$ cat config.mk
export PLATFORM = sky130hd
export DESIGN_NAME = note_sequencer
export DESIGN_NICKNAME = d
export VERILOG_FILES = /design/src/rtl/note_sequencer.sv
export SDC_FILE = /design/constraint.sdc
export NUM_CORES = 1
export LEC_CHECK = 0
export BUFFER_PORTS_ARGS = -buffer_cell sky130_fd_sc_hd__buf_2
export CELL_PAD_IN_SITES_DETAIL_PLACEMENT = 1
export CELL_PAD_IN_SITES_GLOBAL_PLACEMENT = 1
export CORE_MARGIN = 2
export CORE_UTILIZATION = 55
export DETAILED_ROUTE_END_ITERATION = 10
export GPL_TIMING_DRIVEN = 0
export PLACE_DENSITY_LB_ADDON = 0.1
export SLEW_MARGIN = 20
export SYNTH_ARGS = -nofsm -noshare
export SYNTH_HDL_FRONTEND = slang
export SYNTH_SLANG_ARGS = --single-unit
$ cat constraint.sdc
create_clock -name clk -period 8.33 [get_ports clk]
set_clock_uncertainty 0.15 [all_clocks]
set_input_delay 1.2495 -clock clk [delete_from_list [all_inputs] [get_ports clk]]
set_output_delay 1.2495 -clock clk [all_outputs]
set_load 0.02 [all_outputs]
$ cat src/rtl/note_sequencer.sv
// Song-table sequencer driving the note decoder's 27-bit select input.
// Optional looping is enabled by defining NOTE_SEQUENCER_LOOP_EN.
module note_sequencer #(
    parameter int unsigned DEPTH          = 16,
    parameter int unsigned AW             = 4,
    parameter int unsigned DUR_W          = 4,
    parameter int unsigned TICKS_PER_BEAT = 1000,
    parameter int unsigned GAP_TICKS      = 2
) (
    input  logic             clk,
    input  logic             reset,
    input  logic             wr_en,
    input  logic [AW-1:0]    wr_addr,
    input  logic [6:0]       wr_note,
    input  logic [DUR_W-1:0] wr_dur,
    input  logic [AW:0]      length,
    input  logic             start,
    input  logic             stop,
    input  logic             loop,
    output logic [26:0]      note,
    output logic             busy,
    output logic [AW-1:0]    step_idx,
    output logic             beat,
    output logic             done
);

    localparam int unsigned LEN_W     = AW + 1;
    localparam int unsigned TICK_W    = (TICKS_PER_BEAT > 1) ? $clog2(TICKS_PER_BEAT) : 1;
    localparam int unsigned GAP_W     = (GAP_TICKS > 1) ? $clog2(GAP_TICKS) : 1;
    localparam int unsigned TICK_LAST = TICKS_PER_BEAT - 1;
    localparam int unsigned GAP_LAST  = (GAP_TICKS > 0) ? GAP_TICKS - 1 : 0;

    localparam logic [2:0] S_IDLE = 3'd0;
    localparam logic [2:0] S_LOAD = 3'd1;
    localparam logic [2:0] S_PLAY = 3'd2;
    localparam logic [2:0] S_GAP  = 3'd3;
    localparam logic [2:0] S_DONE = 3'd4;

    logic [6:0]       mem_note [DEPTH];
    logic [DUR_W-1:0] mem_dur  [DEPTH];

    logic [2:0]       state, state_nx;
    logic [TICK_W-1:0] tick_cnt, tick_nx;
    logic [DUR_W-1:0] beats_left, beats_nx;
    logic [GAP_W-1:0] gap_cnt, gap_nx;
    logic [AW-1:0]    idx_nx;
    logic [6:0]       note_r, note_nx;
    logic             beat_nx, busy_nx, done_nx;
    logic             advance;
    logic             loop_eff;
    logic [LEN_W-1:0] len_c;
    logic [LEN_W-1:0] idx_inc;
    logic [DUR_W-1:0] load_dur;

`ifdef NOTE_SEQUENCER_LOOP_EN
    assign loop_eff = loop;
`else
    logic unused_loop;
    assign unused_loop = loop;
    assign loop_eff    = 1'b0;
`endif

    assign len_c    = (length > LEN_W'(DEPTH)) ? LEN_W'(DEPTH) : length;
    assign idx_inc  = LEN_W'(step_idx) + LEN_W'(1);
    assign load_dur = (mem_dur[step_idx] == '0) ? DUR_W'(1) : mem_dur[step_idx];
    assign note     = {20'b0, note_r};

    // Song table: write port only, contents survive reset
    always_ff @(posedge clk) begin
        if (wr_en) begin
            mem_note[wr_addr] <= wr_note;
            mem_dur[wr_addr]  <= wr_dur;
        end
    end

    always_ff @(posedge clk) begin
        if (reset) begin
            state      <= S_IDLE;
            tick_cnt   <= '0;
            beats_left <= '0;
            gap_cnt    <= '0;
            step_idx   <= '0;
            note_r     <= '0;
            beat       <= 1'b0;
            busy       <= 1'b0;
            done       <= 1'b0;
        end else begin
            state      <= state_nx;
            tick_cnt   <= tick_nx;
            beats_left <= beats_nx;
            gap_cnt    <= gap_nx;
            step_idx   <= idx_nx;
            note_r     <= note_nx;
            beat       <= beat_nx;
            busy       <= busy_nx;
            done       <= done_nx;
        end
    end

    always_comb begin
        state_nx = state;
        tick_nx  = tick_cnt;
        beats_nx = beats_left;
        gap_nx   = gap_cnt;
        idx_nx   = step_idx;
        note_nx  = note_r;
        advance  = 1'b0;

        case (state)
            S_IDLE: begin
                note_nx = '0;
                if (start) begin
                    if (len_c != '0) begin
                        idx_nx   = '0;
                        state_nx = S_LOAD;
                    end else begin
                        state_nx = S_DONE;
                    end
                end
            end
            // The table read lands directly in the note register
            S_LOAD: begin
                note_nx  = mem_note[step_idx];
                beats_nx = load_dur;
                tick_nx  = '0;
                state_nx = S_PLAY;
            end
            S_PLAY: begin
                if (tick_cnt == TICK_W'(TICK_LAST)) begin
                    tick_nx = '0;
                    if (beats_left <= DUR_W'(1)) begin
                        note_nx = '0;
                        if (GAP_TICKS == 0) begin
                            advance = 1'b1;
                        end else begin
                            gap_nx   = '0;
                            state_nx = S_GAP;
                        end
                    end else begin
                        beats_nx = beats_left - DUR_W'(1);
                    end
                end else begin
                    tick_nx = tick_cnt + TICK_W'(1);
                end
            end
            S_GAP: begin
                note_nx = '0;
                if (gap_cnt == GAP_W'(GAP_LAST)) begin
                    advance = 1'b1;
                end else begin
                    gap_nx = gap_cnt + GAP_W'(1);
                end
            end
            S_DONE: begin
                note_nx  = '0;
                state_nx = S_IDLE;
            end
            default: begin
                note_nx  = '0;
                state_nx = S_IDLE;
            end
        endcase

        // length is compared as step_idx+1 so a shrink to 0 cannot underflow
        if (advance) begin
            if (idx_inc < len_c) begin
                idx_nx   = AW'(idx_inc);
                state_nx = S_LOAD;
            end else if (loop_eff && (len_c != '0)) begin
                idx_nx   = '0;
                state_nx = S_LOAD;
            end else begin
                state_nx = S_DONE;
            end
        end

        if (stop && (state != S_IDLE)) begin
            note_nx  = '0;
            state_nx = S_IDLE;
        end

        beat_nx = (state_nx == S_PLAY) && (tick_nx == TICK_W'(TICK_LAST));
        busy_nx = (state_nx == S_LOAD) || (state_nx == S_PLAY) || (state_nx == S_GAP);
        done_nx = (state_nx == S_DONE);
    end

endmodule

Word-level counts from Yosys, hierarchy flattened:

Memory sizes are Yosys's and may differ from the RTL's. A register that Yosys moved wholly into a read port is not among the register bits.
Cells that the tools add are included.

* register bits: 32
* latch bits: 0
* memory bits (writable): 176
* memory bits (read-only): 0
* input bits: 26
* output and inout port bits: 34
* word-level logic and storage cells: 77
* memories kept: 2

Memory list
* mem_note: words 16, width 7, read ports 1, clocked after Yosys merged registers in 1, wr ports 1, RTL line 39 `logic [6:0] mem_note [DEPTH];`
* mem_dur: words 16, width 4, read ports 1, clocked after Yosys merged registers in 1, wr ports 1, RTL line 40 `logic [DUR_W-1:0] mem_dur [DEPTH];`

* $add $sub $neg: 4
* $mul: 0
* div/mod/pow operators: 0
* magnitude comparators: 3
* equality and inequality tests: 12
* shift operators: 0
* multiplexer cells: 33
* bitwise operators: 0
* reductions and logical operators: 14

Operators by type and width (number)
* 4-bit 2-to-1 mux: 10
* 3-bit 2-to-1 mux: 7
* 10-bit equality test, second input constant: 2
* 10-bit case mux with 2 select lines: 1
* 7-bit 2-to-1 mux: 2
* 7-bit case mux with 2 select lines: 1
* 3-bit by 2-bit equality test with 1-bit output, second input constant: 4
* 3-bit case mux with 4 select lines: 1
* 10-bit by 1-bit adder with 10-bit output, second input constant: 1
* 10-bit 2-to-1 mux: 1
* 4-bit case mux with 2 select lines: 1
* 1-bit 2-to-1 mux: 7
* 3-bit by 1-bit equality test with 1-bit output, second input constant: 2
* 2-bit inequality test, second input constant: 3
* 3-bit AND reduction: 2
* 4-bit by 1-bit adder with 5-bit output, second input constant: 1
* 5-bit greater-than comparator, second input constant: 1
* 5-bit less-than comparator: 1
* 5-bit 2-to-1 mux: 1
* 5-bit nonzero test: 1
* 4-bit by 1-bit less-or-equal comparator with 1-bit output, second input constant: 1
* 4-bit zero test: 1
* 2-bit nonzero test: 2
* 4-bit by 1-bit subtractor with 4-bit output, second input constant: 1
* 9 further kinds: 11

Longest topological paths before layout:

Gate-level depths: netlist (run 1).

* depth in word-level cells: 11
* mapped depth: 12
* gate-level depth less buffers: 10

Least setup slack after synthesis (run 1):

OpenSTA, ideal clock, no wires.

* path kind: register to register
* start point: register step_idx[2]
* end point: register step_idx[0]
* library setup time: 128 ps
* arrival time: 2851 ps
* required time: 8052 ps
* path slack: 5202 ps
* cell stages (with the launch flop): 13
* buffers on the path: 3
* clock period less this slack: 3128 ps
* cell sequence: dfxtp_1 -> clkbuf_1 -> clkbuf_1 -> clkbuf_1 -> nor2b_1 -> or2_2 -> ha_1 -> a21o_1 -> a21o_1 -> a211oi_2 -> nor2b_1 -> mux2i_1 -> nor2_1

* longest elaborated chain between the ends: 4

Ends and longest elaborated chain
* from (decl): RTL line 22 `output logic [AW-1:0] step_idx,`
* from (signal assigned): RTL line 92 `step_idx <= idx_nx;`
* 4-bit by 1-bit adder with 5-bit output: RTL line 64 `assign idx_inc = LEN_W'(step_idx) + LEN_W'(1);`
* 5-bit less-than comparator: RTL line 166 `if (idx_inc < len_c) begin`
* 4-bit 2-to-1 mux: RTL line 166
* 4-bit 2-to-1 mux: RTL line 165 `if (advance) begin`

No other way between the ends.
A chain may end at the register's enable or synchronous reset.

Worst setup path after layout (run 1):

* start point: register step_idx[2]
* end point: register step_idx[2]

* longest elaborated chain between the ends: 5
* elaborated cells on any way between the ends: 7
* those cells by class: add/sub: 1; order compare: 1; mux: 5

Ends and longest elaborated chain (RTL line)
* branches (longest 4 deep; another with 4-bit by 1-bit adder with 5-bit output)
* 4-bit 2-to-1 mux (*): 165

Every way passes the cells marked *.

==> summary.md, run 1 <==
| Metric | Value |
|---|---|
| DRT iter0 DRCs | `around 500` |
| Clock tree buffer depth | `3` |
| Fin. Hold Viols | `0` |
| Worst Path Buf+Inv | `3` |
| MaxCap Viol Count | `0` |
| Vias per Instance | `between 5 and 6` |
| Wirelength, routed | `a little over 20 mm` |
| Post-cts sizing count | `0` |
| Die height | `around 130 um` |
| Slowest-stage cell, CP | `clkbuf_1` |
| Worst path arrival time | `approximately 4.3 ns` |
| Synth Register Bits | `208` |
| Number of synthesized flops with an enable pin | `176` |
| DIE AREA | `16900 um2` |
| CP Launch Type | `register` |
| Switching portion of total power | `around a fifth` |
| Area share of the largest cell type after synthesis | `roughly 61%` |
| Most numerous cell in the Yosys netlist | `edfxtp_1` |
| Synth top cells by count | `edfxtp_1, mux4_2, nor2_1` |
| Worst-path cell chain | `clkbuf_1 -> clkbuf_1 -> clkbuf_1 -> nor2b_1 -> or2_2 -> ha_1 -> a21o_1 -> a21o_1 -> a211oi_2 -> o21ai_0 -> a21oi_1` |
| Io pins | `60` |
| CTS Root Cell | `clkbuf_16` |
| Area leader, netlist | `edfxtp_1` |
| Total power | `about 2200 uW` |
| CP dominant cell by count | `clkbuf_1` |
| Combinational power share | `4.3%` |
| H-tree level count | `1` |
| Unrepaired setup endpoints after global routing | `no` |
| Placed cells | `slightly above 800` |
| CORE AREA | `roughly 16000 um2` |
| Antenna diode count | `0` |
| Worst-Margin Slew | `between 0.9 and 1 ns` |
| Main synth FF type | `edfxtp_1` |
| Initial DRT Pass Iterations | `5` |
| CP delay by family, top | `buffers and inverters` |
| IO Port Bufs | `38` |
| Width of the chip | `about 130 um` |
| Yosys warning total | `0` |
| Worst-path clk slew | `approximately 0.06 ns` |
| Synthesized cell area | `8730 um2` |
| Max Fclk | `approximately 0.25 GHz` |
| Final Non-Filler Cells | `857` |
| P&R area growth vs syn | `14.9%` |
| Post-route antenna net violation count | `0` |
| Clock latency on the worst-skew pair | `about 0.53 ns` |
| TritonCTS clock tree | `done` |
| Synth Instances | `between 500 and 600` |
| Worst Hold Class | `register to register` |
| Final setup viols | `0` |
| Vias | `approximately 5.1k` |
| Outcome | `finished clean` |
| Post-DR wirelength/cell | `between 20 and 25 um` |
| Register area share after synthesis | `a little under 70%` |
| Rows | `46` |
| Cts bufs inserted | `22` |
| Async SR Flop Fraction | `0%` |
| IR Drop Worst-Case VDD | `about 180 uV` |
| Post-CTS Setup Inserts | `0` |
| Max Slew Vio Count | `0` |
| Clock sink count | `208` |
| Crit Path Category | `register to register` |
| Share of cells above drive strength 1 | `between 20 and 30%` |
| Drc violations | `0` |
| Sequential power share | `53.7%` |
| Worst endpoint required time | `between 8 and 9 ns` |
| Final worst-path cycle share | `slightly below 50%` |
| Starting density of the core | `between 50% and 60%` |
| Area after DPL | `roughly 9400 um2` |
| Crit path max fanout | `10` |
| Clock power frac | `about two fifths` |
| Gr ovfl total | `0` |
| Critical Path Sink Type | `register` |
| Int Power | `around 1700 uW` |
| Slew headroom | `33.7%` |
| GRT Overall Usage | `between 20% and 30%` |
| Pleak | `0.00339 uW` |
| Hpwl dp | `between 10 and 15 mm` |
| Distinct cells, synth | `between 50 and 60` |
| Largest net degree at the start of global routing | `17` |
| Syn_area_per_cell | `about 16 um2` |
| Fin Setup TNS | `0 ns` |
| Tmin final | `roughly 4 ns` |
| Final-layout fill cell count | `1440` |
| PwrDens | `~210 nW/um2` |
| Final instance area | `10000 um2` |
| Slowest stage delay, CP | `approximately 0.62 ns` |
| First-pass GRT wire length | `about 30 mm` |
| Switching component of the power | `roughly 460 uW` |
| Fin nets | `approximately 660` |
| Initial antenna violation count | `1` |
| Vias in the first global route | `between 5k and 6k` |
| Main area contributors after synthesis | `edfxtp_1, mux4_2, dfxtp_1, buf_4, nor2_1` |
| Hold-fix buffers, CTS | `0` |
| Placer congestion estimate | `roughly 0.82` |
| Fin util | `a little under two thirds` |
==> cell type report <==
| cell class | instances | area [um2] | area share, % |
|---|---|---|---|
| buffer | 45 | 275 | 2.74 |
| clock buffer | 24 | 558 | 5.56 |
| clock inverter | 13 | 106 | 1.06 |
| inverter | 13 | 48.8 | 0.487 |
| multi-input combinational | 294 | 2600 | 25.9 |
| sequential | 208 | 5930 | 59.1 |
| tap | 216 | 270 | 2.69 |
| timing repair buffer | 44 | 246 | 2.46 |
==> cell families after synthesis <==
kind of cell / Yosys count / share of synthesized area, %
xor gates and xnor gates: 3 / 0.301
adders and majority gates: 8 / 1.15
AOI/OAI and AO/OA: 67 / 5.05
and+or+nand+nor: 138 / 8.14
buffers and inverters: 58 / 3.71
other: 1 / 0.0430
DFF: 208 / 67.9
muxes: 58 / 13.7
==> cell usage in the layout (no fill, tap or decap), types with 6 or more instances in the layout <==
cell type / n
a21oi_1: 17
buf_2: 45
edfxtp_1: 176
clkbuf_1: 16
conb_1: 20
and3_1: 6
dfxtp_1: 32
nand3_1: 10
nor3_1: 7
mux4_2: 49
ha_1: 8
clkbuf_16: 22
clkinv_1: 7
nand2_1: 28
mux2i_1: 7
o21ai_0: 19
inv_1: 13
nor2_2: 12
nor2_1: 28
buf_4: 26
nand4_1: 6
nor2b_1: 9
==> through the flow <==
| stage | hold slack [ns] | setup WS (ns) |
|---|---|---|
| 6_report | 0.308 | 4.32 |
| 5_1_grt | 0.342 | 4.13 |
| 4_1_cts | 0.318 | 4.38 |
| 3_5_place_dp | 0.305 | 4.40 |
| 3_3_place_gp | 0.284 | 4.07 |
| 2_1_floorplan | 0.298 | 5.20 |
==> state kept, by name, indices dropped and copies added, names as in the netlist <==
signal      flops
beats_left      4
done            1
busy            1
mem_dur        64
beat            1
gap_cnt         1
step_idx        4
note_r          7
tick_cnt       10
state           3
mem_note      112
==> worst paths after layout <==
check	start	endpoint	slack, ns	cells after the start
hold / removal	note_r[5]$_SDFFE_PP0P_	note_r[5]$_SDFFE_PP0P_	0.31	2
setup reg to reg	step_idx[2]$_SDFF_PP0_	step_idx[2]$_SDFF_PP0_	4.32	11
setup / recovery	step_idx[2]$_SDFF_PP0_	step_idx[2]$_SDFF_PP0_	4.32	11
hold reg to reg	note_r[5]$_SDFFE_PP0P_	note_r[5]$_SDFFE_PP0P_	0.31	2
==> worst min-delay path, cell delays in order (launching register included) <==
cell     delay, ns
dfxtp_1       0.33
nand2_1       0.05
o21ai_0       0.06
==> routing by layer <==
| metal | global-route usage [%] | part of all wire [%] | up-vias |
|---|---|---|---|
| met2 | 39.3 | 47 | 205 |
| met1 | 33.9 | 42 | 2562 |
| li1 | - | - | 2268 |
| met4 | 9.80 | 3.5 | 0 |
| met3 | 5.37 | 7.0 | 45 |
| met5 | 0 | 0 | - |
==> power groups by stage <==
| stage | clock (uW) | combinational [uW] | sequential [uW] |
|---|---|---|---|
| global route | 956 | 102 | 1160 |
| CTS | 918 | 92.7 | 1160 |
| floorplan | 0 | 52.5 | 1180 |
| global placement | 0 | 84.8 | 1180 |
| detailed placement | 0 | 92.0 | 1180 |
| finish | 903 | 93.4 | 1160 |
Power figures use the tool's default switching activity.
==> inputs of run 2 (changes only) <==
--- a/config.mk
+++ b/config.mk
@@ -9,7 +9,7 @@
 export CELL_PAD_IN_SITES_DETAIL_PLACEMENT = 1
 export CELL_PAD_IN_SITES_GLOBAL_PLACEMENT = 1
 export CORE_MARGIN = 2
-export CORE_UTILIZATION = 55
+export CORE_UTILIZATION = 51
 export DETAILED_ROUTE_END_ITERATION = 10
 export GPL_TIMING_DRIVEN = 0
 export PLACE_DENSITY_LB_ADDON = 0.1
==> constraint.sdc (replaced) <==
create_clock -name clk -period 3.9 [get_ports clk]
set_clock_uncertainty 0.15 [all_clocks]
set_input_delay 0.585 -clock clk [delete_from_list [all_inputs] [get_ports clk]]
set_output_delay 0.585 -clock clk [all_outputs]
set_load 0.02 [all_outputs]
==> run 2 against run 1 <==
Net effect:
- via count grew 0.79%
- worst setup slack worse by 4.0 ns
- routed wire length up 2.6%
- register-to-register slack worse by 4.0 ns
- cell area up 0.56%
- fmax is 11% higher
- sequential power rose by 110%
- sequential share of layout area is 0.33 points lower
- hold slack worse by 0.058 ns
- global-route usage shrank 0.80 points
- final cell count up 1.1%
- critical endpoint is now step_idx[0]$_SDFF_PP0_
==> summary.md, run 2 (synthesis gave the netlist of run 1 again) <==
| Metric | Value |
|---|---|
| Outcome | `finished clean` |
| Hpwl dp | `between 10 and 15 mm` |
| Rows | `47` |
| Worst R2R Path Depth | `12` |
| Worst-path clk slew | `~0.06 ns` |
| First-pass GRT wire length | `approximately 32 mm` |
| Critical Path Sink Type | `register` |
| Placer congestion estimate | `a little over 0.8` |
| Vias per Instance | `between 5 and 6` |
| Worst r2r dst | `step_idx[0]$_SDFF_PP0_` |
| Die height | `between 100 and 150 um` |
| Final instance area | `a little over 10000 um2` |
| Worst reg2reg startpoint | `step_idx[2]$_SDFF_PP0_` |
| Vias in the first global route | `5503` |
| Fin nets | `~670` |
| Worst-Margin Slew | `approximately 0.95 ns` |
| CORE AREA | `16600 um2` |
| Post-CTS Setup Inserts | `0` |
| Slowest stage delay, CP | `between 0.4 and 0.5 ns` |
| Biggest register | `mem_note` |
| Worst Path Buf+Inv | `3` |
| Area after DPL | `about 9400 um2` |
| Placed cells | `approximately 830` |
| Unrepaired setup endpoints after global routing | `no` |
| Post-route antenna net violation count | `0` |
| Max Fclk | `0.276 GHz` |
| Hold depth | `3` |
| Vias | `roughly 5.1k` |
| Max Slew Vio Count | `0` |
| Commonest non-fill, non-tap cell in the layout | `edfxtp_1` |
| Hold Path Sink | `state[1]$_SDFF_PP0_` |
| DIE AREA | `between 15000 and 20000 um2` |
| Starting density of the core | `between 50 and 60%` |
| MaxCap Viol Count | `0` |
| Final worst-path cycle share | `about 93%` |
| Largest net degree at the start of global routing | `17` |
| CP delay by family, top | `buffers and inverters` |
| Initial antenna violation count | `0` |
| Pleak | `0.00340 uW` |
| CP Launch Type | `register` |
| Final-layout fill cell count | `roughly 1.6k` |
| Drc violations | `0` |
| GRT Overall Usage | `a little under a quarter` |
| Wirelength, routed | `about 21 mm` |
| CTS Root Cell | `clkbuf_16` |
| Final setup viols | `0` |
| Worst path arrival time | `3.85 ns` |
| Clock tree buffer depth | `3` |
| Slowest-stage cell, CP | `a211oi_4` |
| TritonCTS clock tree | `done` |
| R2R setup slack | `0.28 ns` |
| Crit path max fanout | `10` |
| Final Non-Filler Cells | `roughly 870` |
| Fin. Hold Viols | `0` |
| Slew headroom | `36.8%` |
| Crit Path Category | `register to register` |
| Largest registers | `mem_note (112), mem_dur (64), tick_cnt (10)` |
| Gr ovfl total | `0` |
| Hold-fix buffers, CTS | `0` |
| P&R area growth vs syn | `15.6%` |
| Worst-path cell chain | `clkbuf_1 -> clkbuf_1 -> clkbuf_2 -> nor2b_1 -> or2_2 -> ha_1 -> a21o_1 -> a21o_1 -> a211oi_4 -> nor2b_1 -> mux2i_1 -> nor2_1` |
| Clock latency on the worst-skew pair | `~0.5 ns` |
| Min-delay src | `stop` |
| Tmin final | `about 3.6 ns` |
| Clock sink count | `roughly 210` |
| DRT iter0 DRCs | `around 340` |
| Antenna diode count | `0` |
| Crit path from | `step_idx[2]$_SDFF_PP0_` |
| Worst Hold Class | `primary input to register` |
| Most frequent cells in the layout | `edfxtp_1, mux4_2, buf_2` |
| IR Drop Worst-Case VDD | `about 380 uV` |
| IO Port Bufs | `38` |
| Post-DR wirelength/cell | `between 20 and 25 um` |
| Worst endpoint required time | `4.12 ns` |
| Width of the chip | `135 um` |
| Max reg flops | `around 110` |
| Initial DRT Pass Iterations | `4` |
| Cts bufs inserted | `22` |
| Io pins | `60` |
| Share of cells above drive strength 1 | `roughly 29%` |
| PwrDens | `roughly 460 nW/um2` |
| H-tree level count | `1` |
run 2: metrics by stage:
| step | hold WS (ns) | setup WS (ns) | utilization (%) | setup TNS [ns] | power [uW] |
|---|---|---|---|---|---|
| floorplan | 0.298 | 0.772 | - | 0 | 2630 |
| global placement | 0.284 | 0.0481 | 55.7 | 0 | 2700 |
| detailed placement | 0.290 | -0.0707 | 56.6 | -0.122 | 2720 |
| CTS | 0.241 | 0.171 | 60.6 | 0 | 4640 |
| global route | 0.256 | 0.0919 | 60.6 | 0 | 4740 |
| finish | 0.250 | 0.277 | 60.6 | 0 | 4610 |
run 2: what timing repair did:
| item | CTS | global route |
|---|---|---|
| resized for setup | 1 | 1 |
| endpoints found under the setup margin | 3 | 4 |
| endpoints found under the hold margin | 0 | 0 |
run 2: how the worst max path moves through the flow:
stage	slack [ns]	cells past startpoint	endpoint
floorplan	0.77	12	step_idx[0]$_SDFF_PP0_
global placement	0.05	11	step_idx[2]$_SDFF_PP0_
CTS	0.17	12	step_idx[0]$_SDFF_PP0_
finish	0.28	12	step_idx[0]$_SDFF_PP0_
global route	0.09	10	busy$_SDFF_PP0_
detailed placement	-0.07	12	step_idx[0]$_SDFF_PP0_
run 2: power breakdown:
| part | internal [uW] | switching, uW | total [uW] |
|---|---|---|---|
| clock network | 1110 | 826 | 1930 |
| registers | 2460 | 17.7 | 2470 |
| logic | 67.8 | 135 | 203 |
run 2: cell type report:
class | instances | area (um2) | share of cell area, %
Clock buffer | 27 | 569 | 5.64
Timing Repair Buffer | 47 | 288 | 2.85
Tap cell | 220 | 275 | 2.73
Inverter | 13 | 48.8 | 0.484
Multi-Input combinational cell | 294 | 2610 | 25.8
Clock inverter | 12 | 96.3 | 0.955
Buffer | 45 | 277 | 2.74
Sequential cell | 208 | 5930 | 58.8
run 2: tightest hold or removal path: stages:
cell    delay (ns)
buf_2         0.09
or3_2         0.10
nor3_1        0.07
run 2: metal layers:
layer / vias to the layer above / track usage, % / share of wire [%]
li1: 2270 / - / -
met1: 2653 / 32.9 / 41
met2: 154 / 39.6 / 50
met3: 43 / 4.35 / 6.5
met4: 0 / 7.13 / 2.6
met5: - / 0 / 0
==> inputs of run 3 (changes only) <==
--- a/config.mk
+++ b/config.mk
@@ -9,7 +9,7 @@
 export CELL_PAD_IN_SITES_DETAIL_PLACEMENT = 1
 export CELL_PAD_IN_SITES_GLOBAL_PLACEMENT = 1
 export CORE_MARGIN = 2
-export CORE_UTILIZATION = 51
+export CORE_UTILIZATION = 46
 export DETAILED_ROUTE_END_ITERATION = 10
 export GPL_TIMING_DRIVEN = 0
 export PLACE_DENSITY_LB_ADDON = 0.1
==> constraint.sdc (replaced) <==
create_clock -name clk -period 3 [get_ports clk]
set_clock_uncertainty 0.15 [all_clocks]
set_input_delay 0.45 -clock clk [delete_from_list [all_inputs] [get_ports clk]]
set_output_delay 0.45 -clock clk [all_outputs]
set_load 0.02 [all_outputs]
==> run 3 against run 2 <==
Net effect:
- fmax rose by 28%
- non-clock buffer count is 2 higher
- sequential power is 30% higher
- combinational power grew 30%
- total power increased by 39%
- routed wire length decreased by 0.13%
- critical path depth unchanged
- global-route usage fell by 2.8 points
- critical path type unchanged
- largest power group unchanged
==> summary.md, run 3 (synthesis gave the netlist of run 1 again) <==
| Metric | Value |
|---|---|
| Switching portion of total power | `between 20% and 30%` |
| Width of the chip | `about 140 um` |
| PwrDens | `approximately 620 nW/um2` |
| Crit Path Category | `register to register` |
| Initial antenna violation count | `0` |
| Worst-Margin Slew | `~0.96 ns` |
| Combinational power share | `just over 4%` |
| Final Non-Filler Cells | `between 800 and 900` |
| Worst Path Buf+Inv | `3` |
| Tmin final | `about 2.8 ns` |
| Antenna diode count | `0` |
| Placed cells | `roughly 840` |
| Commonest non-fill, non-tap cell in the layout | `edfxtp_1` |
| IR Drop Worst-Case VDD | `around 460 uV` |
| Biggest register | `mem_note` |
| Vias per Instance | `between 5 and 6` |
| Io pins | `60` |
| Fin. Hold Viols | `0` |
| CTS Root Cell | `clkbuf_16` |
| DRT iter0 DRCs | `about 430` |
| DIE AREA | `around 20000 um2` |
| Fin nets | `approximately 670` |
| Outcome | `finished clean` |
| Most frequent cells in the layout | `edfxtp_1, mux4_2, buf_2` |
| Unrepaired setup endpoints after global routing | `no` |
| Hpwl dp | `13.8 mm` |
| Post-DR wirelength/cell | `between 20 and 25 um` |
| GRT Overall Usage | `21.2%` |
| H-tree level count | `1` |
| Max reg flops | `between 100 and 150` |
| Wirelength, routed | `slightly above 20 mm` |
| Rows | `50` |
| Sequential power share | `50.2%` |
| Clock power frac | `between 40% and 50%` |
| Drc violations | `0` |
| Hold-fix buffers, CTS | `0` |
| Final-layout fill cell count | `roughly 1.8k` |
| CP Launch Type | `register` |
| Clock tree buffer depth | `3` |
| Gr ovfl total | `0` |
| Pleak | `approximately 0.0035 uW` |
| Worst-path clk slew | `about 0.060 ns` |
| Share of cells above drive strength 1 | `between 30% and 40%` |
| Initial DRT Pass Iterations | `4` |
| Crit path max fanout | `10` |
| Fin util | `55.2%` |
| Final worst-path cycle share | `a little over nine tenths` |
| Placer congestion estimate | `~0.84` |
| Final setup viols | `0` |
| CP dominant cell by count | `buf_4` |
| Max Fclk | `about 0.35 GHz` |
| Cts bufs inserted | `23` |
| Largest net degree at the start of global routing | `17` |
| First-pass GRT wire length | `about 32 mm` |
| Switching component of the power | `1300 uW` |
| Pre-CTS setup slack | `-0.539 ns` |
| Total power | `about 6400 uW` |
| Max Slew Vio Count | `0` |
| Worst endpoint required time | `between 3 and 4 ns` |
| Starting density of the core | `a little under half` |
| Clock sink count | `about 210` |
| Largest registers | `mem_note (112), mem_dur (64), tick_cnt (10)` |
| Post-route antenna net violation count | `0` |
| Slew headroom | `around 36%` |
| CORE AREA | `around 19000 um2` |
| Clock latency on the worst-skew pair | `roughly 0.50 ns` |
| Die height | `between 100 and 150 um` |
| Vias in the first global route | `5253` |
| Worst-path cell chain | `buf_6 -> buf_4 -> nand3_1 -> xnor2_1 -> ha_1 -> nand4_1 -> a31oi_2 -> a211oi_4 -> buf_4 -> nor3_2 -> nor2_1 -> or2_2` |
| Int Power | `between 5000 and 6000 uW` |
| IO Port Bufs | `38` |
| P&R area growth vs syn | `18.0%` |
| Critical Path Sink Type | `register` |
| CP delay by family, top | `simple AND/OR/NAND/NOR gates` |
| Vias | `between 5k and 6k` |
| Worst Hold Class | `primary input to register` |
| Final WS setup | `0.163 ns` |
| TritonCTS clock tree | `done` |
| Worst path arrival time | `just over 3 ns` |
| MaxCap Viol Count | `0` |
| Slowest-stage cell, CP | `dfxtp_2` |
| Slowest stage delay, CP | `~0.42 ns` |
| Fin Setup TNS | `0 ns` |
run 3: power groups by stage:
| stage | clock network [uW] | logic, uW | registers (uW) |
|---|---|---|---|
| 6_report | 2930 | 263 | 3210 |
| 2_1_floorplan | 0 | 147 | 3280 |
| 3_3_place_gp | 0 | 239 | 3270 |
| 5_1_grt | 3100 | 289 | 3220 |
| 3_5_place_dp | 0 | 260 | 3280 |
| 4_1_cts | 2990 | 263 | 3210 |
run 3: final cells by class:
cell class              instances  area [um2]  share of cell area, %
flip-flops and latches        208        5930                   57.6
clock inverters                15         199                   1.93
multi-input cells             294        2630                   25.5
inverters                      13        48.8                  0.474
clock buffers                  26         587                   5.70
plain buffers                  44         309                   3.00
repair buffers                 50         303                   2.94
well taps                     234         293                   2.84
run 3: path summary, 6_finish.rpt:
check	startpoint	end	slack, ns	cells past startpoint
min	stop	state[1]$_SDFF_PP0_	0.11	3
min reg2reg	note_r[4]$_SDFFE_PP0P_	note_r[4]$_SDFFE_PP0P_	0.30	2
max	step_idx[1]$_SDFF_PP0_	busy$_SDFF_PP0_	0.16	12
max reg2reg	step_idx[1]$_SDFF_PP0_	busy$_SDFF_PP0_	0.16	12
run 3: per-layer routing:
metal / vias to the layer above / global-route usage, % / share of wire, %
met5: - / 0 / 0
met4: 0 / 5.63 / 1.6
met3: 24 / 3.07 / 6.0
met2: 147 / 34.2 / 47
met1: 2582 / 30.5 / 45
li1: 2275 / - / -
run 3: through the flow:
step	area, um2	hold slack, ns
2_1_floorplan	8810	0.298
3_3_place_gp	9290	0.282
3_5_place_dp	9430	0.288
4_1_cts	10300	0.0944
5_1_grt	10300	0.109
6_report	10300	0.110
run 3: what timing repair did:
item | 4_1_cts | 5_1_grt
setup buffers | 3 | 0
endpoints found under the setup margin | 8 | 5
pin swaps | 1 | 1
gates resized for setup | 16 | 4
run 3: worst register-to-register path, delay by kind of cell, from the launching register on:
family / cells / cell delay, ns
simple gates: 5 / 0.76
compound gates: 2 / 0.33
flops: 1 / 0.42
buf+inv: 3 / 0.59
fa+ha+maj: 1 / 0.33
xor+xnor: 1 / 0.16
